===== src/rtl/mtr_drv.sv =====
// Dual H-bridge PWM generator: signed speed -> complementary hi/lo gate pair with dead time,
// plus blanked over-current qualification and latched shutdown after repeated faulted periods.
//
// state  | meaning
// RUN    | normal PWM, counting consecutive faulted periods
// SHTDWN | over-current shutdown latched, all gates forced off until rst
module mtr_drv #(
  parameter int DEAD      = 32,
  parameter int BLANK     = 128,
  parameter int OVR_LIMIT = 4
) (
  input  logic               clk,
  input  logic               rst,
  input  logic signed [11:0] lft_spd,
  input  logic signed [11:0] rght_spd,
  input  logic               OVR_I_lft,
  input  logic               OVR_I_rght,
  output logic               lft_hi,
  output logic               lft_lo,
  output logic               rght_hi,
  output logic               rght_lo,
  output logic               PWM_synch,
  output logic               OVR_I_shtdwn
);

  localparam logic [11:0] DEAD12  = 12'(DEAD);
  localparam logic [11:0] WIN_LO  = 12'(DEAD + BLANK);
  localparam logic [3:0]  LIMIT4  = 4'(OVR_LIMIT);
  localparam logic [10:0] CNT_MAX = 11'd2047;

  typedef enum logic {RUN, SHTDWN} state_t;

  state_t      state, state_nxt;
  logic [10:0] cnt;
  logic [10:0] lft_duty, rght_duty;
  logic [3:0]  consec, consec_nxt;
  logic        flt_flag, flag_nxt;
  logic        lft_flt, rght_flt, any_flt, period_end;
  logic        lft_hi_nxt, lft_lo_nxt, rght_hi_nxt, rght_lo_nxt;

  function automatic logic [10:0] duty_of(input logic signed [11:0] spd);
    logic signed [11:0] sat;
    if (spd > 12'sd1023)       sat = 12'sd1023;
    else if (spd < -12'sd1023) sat = -12'sd1023;
    else                       sat = spd;
    return 11'(sat + 12'sd1024);
  endfunction

  function automatic logic hi_on(input logic [10:0] c, input logic [10:0] duty);
    return ({1'b0, c} >= DEAD12) && (c < duty);
  endfunction

  // 12-bit sum so a duty near full scale simply never reaches the lo threshold
  function automatic logic lo_on(input logic [10:0] c, input logic [10:0] duty);
    return {1'b0, c} >= ({1'b0, duty} + DEAD12);
  endfunction

  assign period_end = (cnt == CNT_MAX);
  assign lft_flt    = OVR_I_lft  && ({1'b0, cnt} >= WIN_LO) && (cnt < lft_duty);
  assign rght_flt   = OVR_I_rght && ({1'b0, cnt} >= WIN_LO) && (cnt < rght_duty);
  assign any_flt    = flt_flag | lft_flt | rght_flt;

  always_comb begin
    state_nxt  = state;
    consec_nxt = consec;
    flag_nxt   = any_flt;
    if (state == RUN && period_end) begin
      flag_nxt   = 1'b0;
      consec_nxt = any_flt ? consec + 4'd1 : 4'd0;
      if (consec_nxt == LIMIT4) state_nxt = SHTDWN;
    end
    lft_hi_nxt  = (state_nxt == RUN) && hi_on(cnt, lft_duty);
    lft_lo_nxt  = (state_nxt == RUN) && lo_on(cnt, lft_duty);
    rght_hi_nxt = (state_nxt == RUN) && hi_on(cnt, rght_duty);
    rght_lo_nxt = (state_nxt == RUN) && lo_on(cnt, rght_duty);
  end

  always_ff @(posedge clk) begin
    if (rst) begin
      state     <= RUN;
      cnt       <= 11'd0;
      lft_duty  <= 11'd1024;
      rght_duty <= 11'd1024;
      consec    <= 4'd0;
      flt_flag  <= 1'b0;
      lft_hi    <= 1'b0;
      lft_lo    <= 1'b0;
      rght_hi   <= 1'b0;
      rght_lo   <= 1'b0;
      PWM_synch <= 1'b0;
    end else begin
      state     <= state_nxt;
      cnt       <= cnt + 11'd1;
      consec    <= consec_nxt;
      flt_flag  <= flag_nxt;
      lft_hi    <= lft_hi_nxt;
      lft_lo    <= lft_lo_nxt;
      rght_hi   <= rght_hi_nxt;
      rght_lo   <= rght_lo_nxt;
      PWM_synch <= (cnt == 11'd0);
      if (period_end) begin
        lft_duty  <= duty_of(lft_spd);
        rght_duty <= duty_of(rght_spd);
      end
    end
  end

  assign OVR_I_shtdwn = (state == SHTDWN);

endmodule


===== config.mk =====
export PLATFORM = sky130hd
export DESIGN_NAME = mtr_drv
export DESIGN_NICKNAME = d
export VERILOG_FILES = /design/src/rtl/mtr_drv.sv
export SDC_FILE = /design/constraint.sdc
export NUM_CORES = 1
export LEC_CHECK = 0
export ABC_AREA = 1
export BUFFER_PORTS_ARGS = -buffer_cell sky130_fd_sc_hd__buf_4
export CORE_MARGIN = 3
export CORE_UTILIZATION = 45
export DETAILED_ROUTE_END_ITERATION = 7
export GPL_TIMING_DRIVEN = 0
export PLACE_DENSITY = 0.66
export SYNTH_ARGS = -nofsm -noshare
export SYNTH_HDL_FRONTEND = slang
export SYNTH_SLANG_ARGS = --single-unit

===== constraint.sdc =====
create_clock -name clk -period 1.95 [get_ports clk]
set_clock_uncertainty 0.15 [all_clocks]
set_input_delay 0.39 -clock clk [delete_from_list [all_inputs] [get_ports clk]]
set_output_delay 0.39 -clock clk [all_outputs]
set_load 0.005 [all_outputs]

==> impl_metrics.env <==
export IMPL_timing_critical_path_mode_cell="nor2_2"
export IMPL_p_leak_nw=1.83
export IMPL_status="complete, no violations"
export IMPL_critical_path_max_stage_delay_ns=0.39
export IMPL_rsz0062_at_grt="true"
export IMPL_die_y_microns=87.6
export IMPL_grt_usage=0.198
export IMPL_yosys_register_bits=44
export IMPL_p_int_w=0.00122
export IMPL_ios=34
export IMPL_grt_pass1_vias=2569
export IMPL_grt_max_degree=13
export IMPL_wl_microns=7810
export IMPL_yosys_top_cells_area="dfxtp_1, ha_1, nand2_1, inv_1, nand4_1"
export IMPL_hp_class="in -> reg"
export IMPL_critPathKind="reg -> reg"
export IMPL_nNetsFinal=552
export IMPL_area_growth_synth_to_final_pct=32.8
export IMPL_switching_share=0.269
export IMPL_fin_crit_ns=1.91
export IMPL_p_seq_frac=0.539
export IMPL_peakVddDrop_v=0.000282
export IMPL_avgSynthCellArea_sq_um=6.95
export IMPL_power_switching_w=0.000449
export IMPL_antenna_diode_count=0
export IMPL_core_area_sq_mm=0.00639
export IMPL_r2r_end="lft_lo"
export IMPL_overflow=0
export IMPL_worstSkewPairLatency_ns=0.31
export IMPL_synth_xor_area_frac=0.0263
export IMPL_crit_slowest_cell="dfxtp_4"
export IMPL_crit_family="simple AND/OR/NAND/NOR gates"
export IMPL_fin_crit_sh=0.979
export IMPL_yosys_area_share_adder=0.163
export IMPL_drt_first_pass_iters=4
export IMPL_min_delay_start="rght_spd[11]"
export IMPL_hold_end="rght_duty[10]"
export IMPL_yosys_area_top_type_share=0.294
export IMPL_vias_per_cell=5.27
export IMPL_syn_inst=431
export IMPL_cp_arrival_ns=1.97
export IMPL_max_freq_ghz=0.524
export IMPL_power_density_mw_per_mm2=419
export IMPL_final_common_cell="nand2_1"
export IMPL_drt_initial_drc_count=131
export IMPL_antenna_found_initial=0
export IMPL_worst_path_buf_inv=0
export IMPL_vias=2959
export IMPL_r2r_cells=11
export IMPL_wire_per_inst_microns=13.9
export IMPL_relSlewSlack=0.641
export IMPL_crit_path_max_fanout=6
export IMPL_cp_required_ns=2.01
export IMPL_root_buffer="clkbuf_8"
export IMPL_seq_area_frac_synth=0.294
export IMPL_cts_buffers=5
export IMPL_worstMarginPinSlew_ns=0.538
export IMPL_portBuffers=33
export IMPL_finalSetupTns_ns=0
export IMPL_path_depth=11
export IMPL_r2r_start="cnt[2]"
export IMPL_placementRows=29
export IMPL_syn_nets=498
export IMPL_synth_top_family_by_area="simple AND/OR/NAND/NOR gates"
export IMPL_ant_nets=0
export IMPL_start_util=0.469
export IMPL_endpoint_kind="flip-flop"
export IMPL_synthSimpleGateAreaFrac=0.279
export IMPL_cts_tree="yes"
export IMPL_route_detailed_drc=0
export IMPL_clk_pin_slew_worst_paths_ns=0.08
export IMPL_startpoint_type="flip-flop"
export IMPL_muxShareOfSynthArea=0
export IMPL_synth_largest_area_cell="dfxtp_1"
export IMPL_finalSetupViolations=0
export IMPL_placed_area_sq_mm=0.00334
export IMPL_dp_hpwl_microns=5530
export IMPL_cap_viol_max_count=0
export IMPL_power_frac_comb=0.116
export IMPL_die_area_sq_mm=0.00767
export IMPL_grt_pass1_wl_microns=11800
export IMPL_die_width_microns=87.6
export IMPL_rrSetupSlack_ns=0.04
export IMPL_cts_sinks=44
export IMPL_ys_warn_count=0
export IMPL_crit_chain="ha_4, nand2_1, nand2_1, nor2_2, nor2_2, nor2_2, nand3_1, nand3_2, nand4_1, nand2_2, nor2_1"
export IMPL_hold_depth=2
export IMPL_final_max_slew_viol_count=0
export IMPL_synthDistinctLibCells=24
export IMPL_hold_viol_final=0
export IMPL_htreeDepth=2
export IMPL_final_cell_mix="nand2_1, inv_1, buf_4"
export IMPL_fin_area_sq_mm=0.00398
export IMPL_synth_compound_area_share=0.129
export IMPL_syn_area_sq_mm=0.00299
export IMPL_clock_power_share=0.345
export IMPL_cts_buffer_depth=2
export IMPL_drive_above_1_share=0.305
export IMPL_gp_congestion=0.857
-- kinds of logic (layout without fill, tap and decap cells) --
logic type      after synthesis  in the layout
compound gates               74             74
fa+ha+maj                    39             39
flops                        44             44
buf+inv                      84            138
xor+xnor                      9              9
simple gates                181            181
-- final cells by class --
cell class	count	area, sq um
Multi-Input combinational cell	303	2170
Inverter	77	294
Fill cell	577	2410
Buffer	7	41.3
Tap cell	77	96.3
Timing Repair Buffer	47	353
Clock buffer	6	72.6
Clock inverter	1	5.00
Sequential cell	44	947
-- how the worst max path moves through the flow --
stage | startpoint | to | slack (ns)
5_1_grt | lft_duty[5] | lft_lo | -0.11
6_report | cnt[2] | lft_lo | 0.04
4_1_cts | rght_duty[8] | lft_hi | 0.0009
3_3_place_gp | cnt[5] | rght_hi | -0.22
2_1_floorplan | cnt[5] | lft_hi | 0.13
3_5_place_dp | cnt[5] | lft_hi | -0.21
-- per-stage QoR --
step / hold slack [ns] / instances / worst slack, ns / utilization / power (W)
finish: 0.158 / 562 / 0.0416 / 0.623 / 0.00167
detailed placement: 0.308 / 541 / -0.215 / 0.523 / 0.00111
floorplan: 0.280 / 431 / 0.132 / - / 0.00103
global placement: 0.304 / 541 / -0.220 / 0.523 / 0.00111
CTS: 0.164 / 550 / 0.000943 / 0.547 / 0.00167
global route: 0.158 / 562 / -0.108 / 0.623 / 0.00174
-- routing by layer --
metal  GRT usage  share of wire  wire length [microns]  vias to the layer above
li1            -              -                      -                     1535
met1       0.266           0.46                   3570                     1345
met2       0.321           0.48                   3740                       70
met3      0.0414          0.049                    386                        9
met4      0.0530          0.014                    113                        0
met5           0              0                      0                        -
-- synth_stat cells --
cell and n:
nand3_4 1, clkbuf_1 4, nand3_1 24, a41oi_1 2
inv_2 2, nor3_1 5, o21ai_0 30, buf_4 3
o21a_1 1, xor2_1 6, nand4_1 27, nand3b_1 1
nand2_1 81, o21ai_1 9, nor2_1 35, nor3b_1 1
a21oi_1 30, ha_1 39, nand2_2 3, o31ai_1 2
dfxtp_1 44, nor2_4 3, inv_1 75, xnor2_1 3
-- power groups by stage --
stage                     clock (W)  sequential, W  combinational, W
after global routing       0.000614       0.000900          0.000221
final                      0.000575       0.000899          0.000194
after CTS                  0.000578       0.000913          0.000181
after floorplan                   0       0.000932          0.000101
after detailed placement          0       0.000934          0.000177
after global placement            0       0.000934          0.000174
-- what timing repair did --
action | CTS | global route
hold buffers | 0 | 0
endpoints found under the setup margin | 30 | 30
buffers inserted | 2 | 12
pin swaps | 2 | 32
resized for setup | 25 | 93
endpoints found under the hold margin | 0 | 0
-- state kept, by name, summed over array words and instances, names as in the netlist, named ones only --
| name | count |
|---|---|
| lft_duty | 11 |
| rght_duty | 11 |
| rght_hi | 1 |
| consec | 4 |
| lft_hi | 1 |
| cnt | 11 |
| rght_lo | 1 |
| flt_flag | 1 |
| PWM_synch | 1 |
| lft_lo | 1 |
Power figures use the tool's default switching activity.
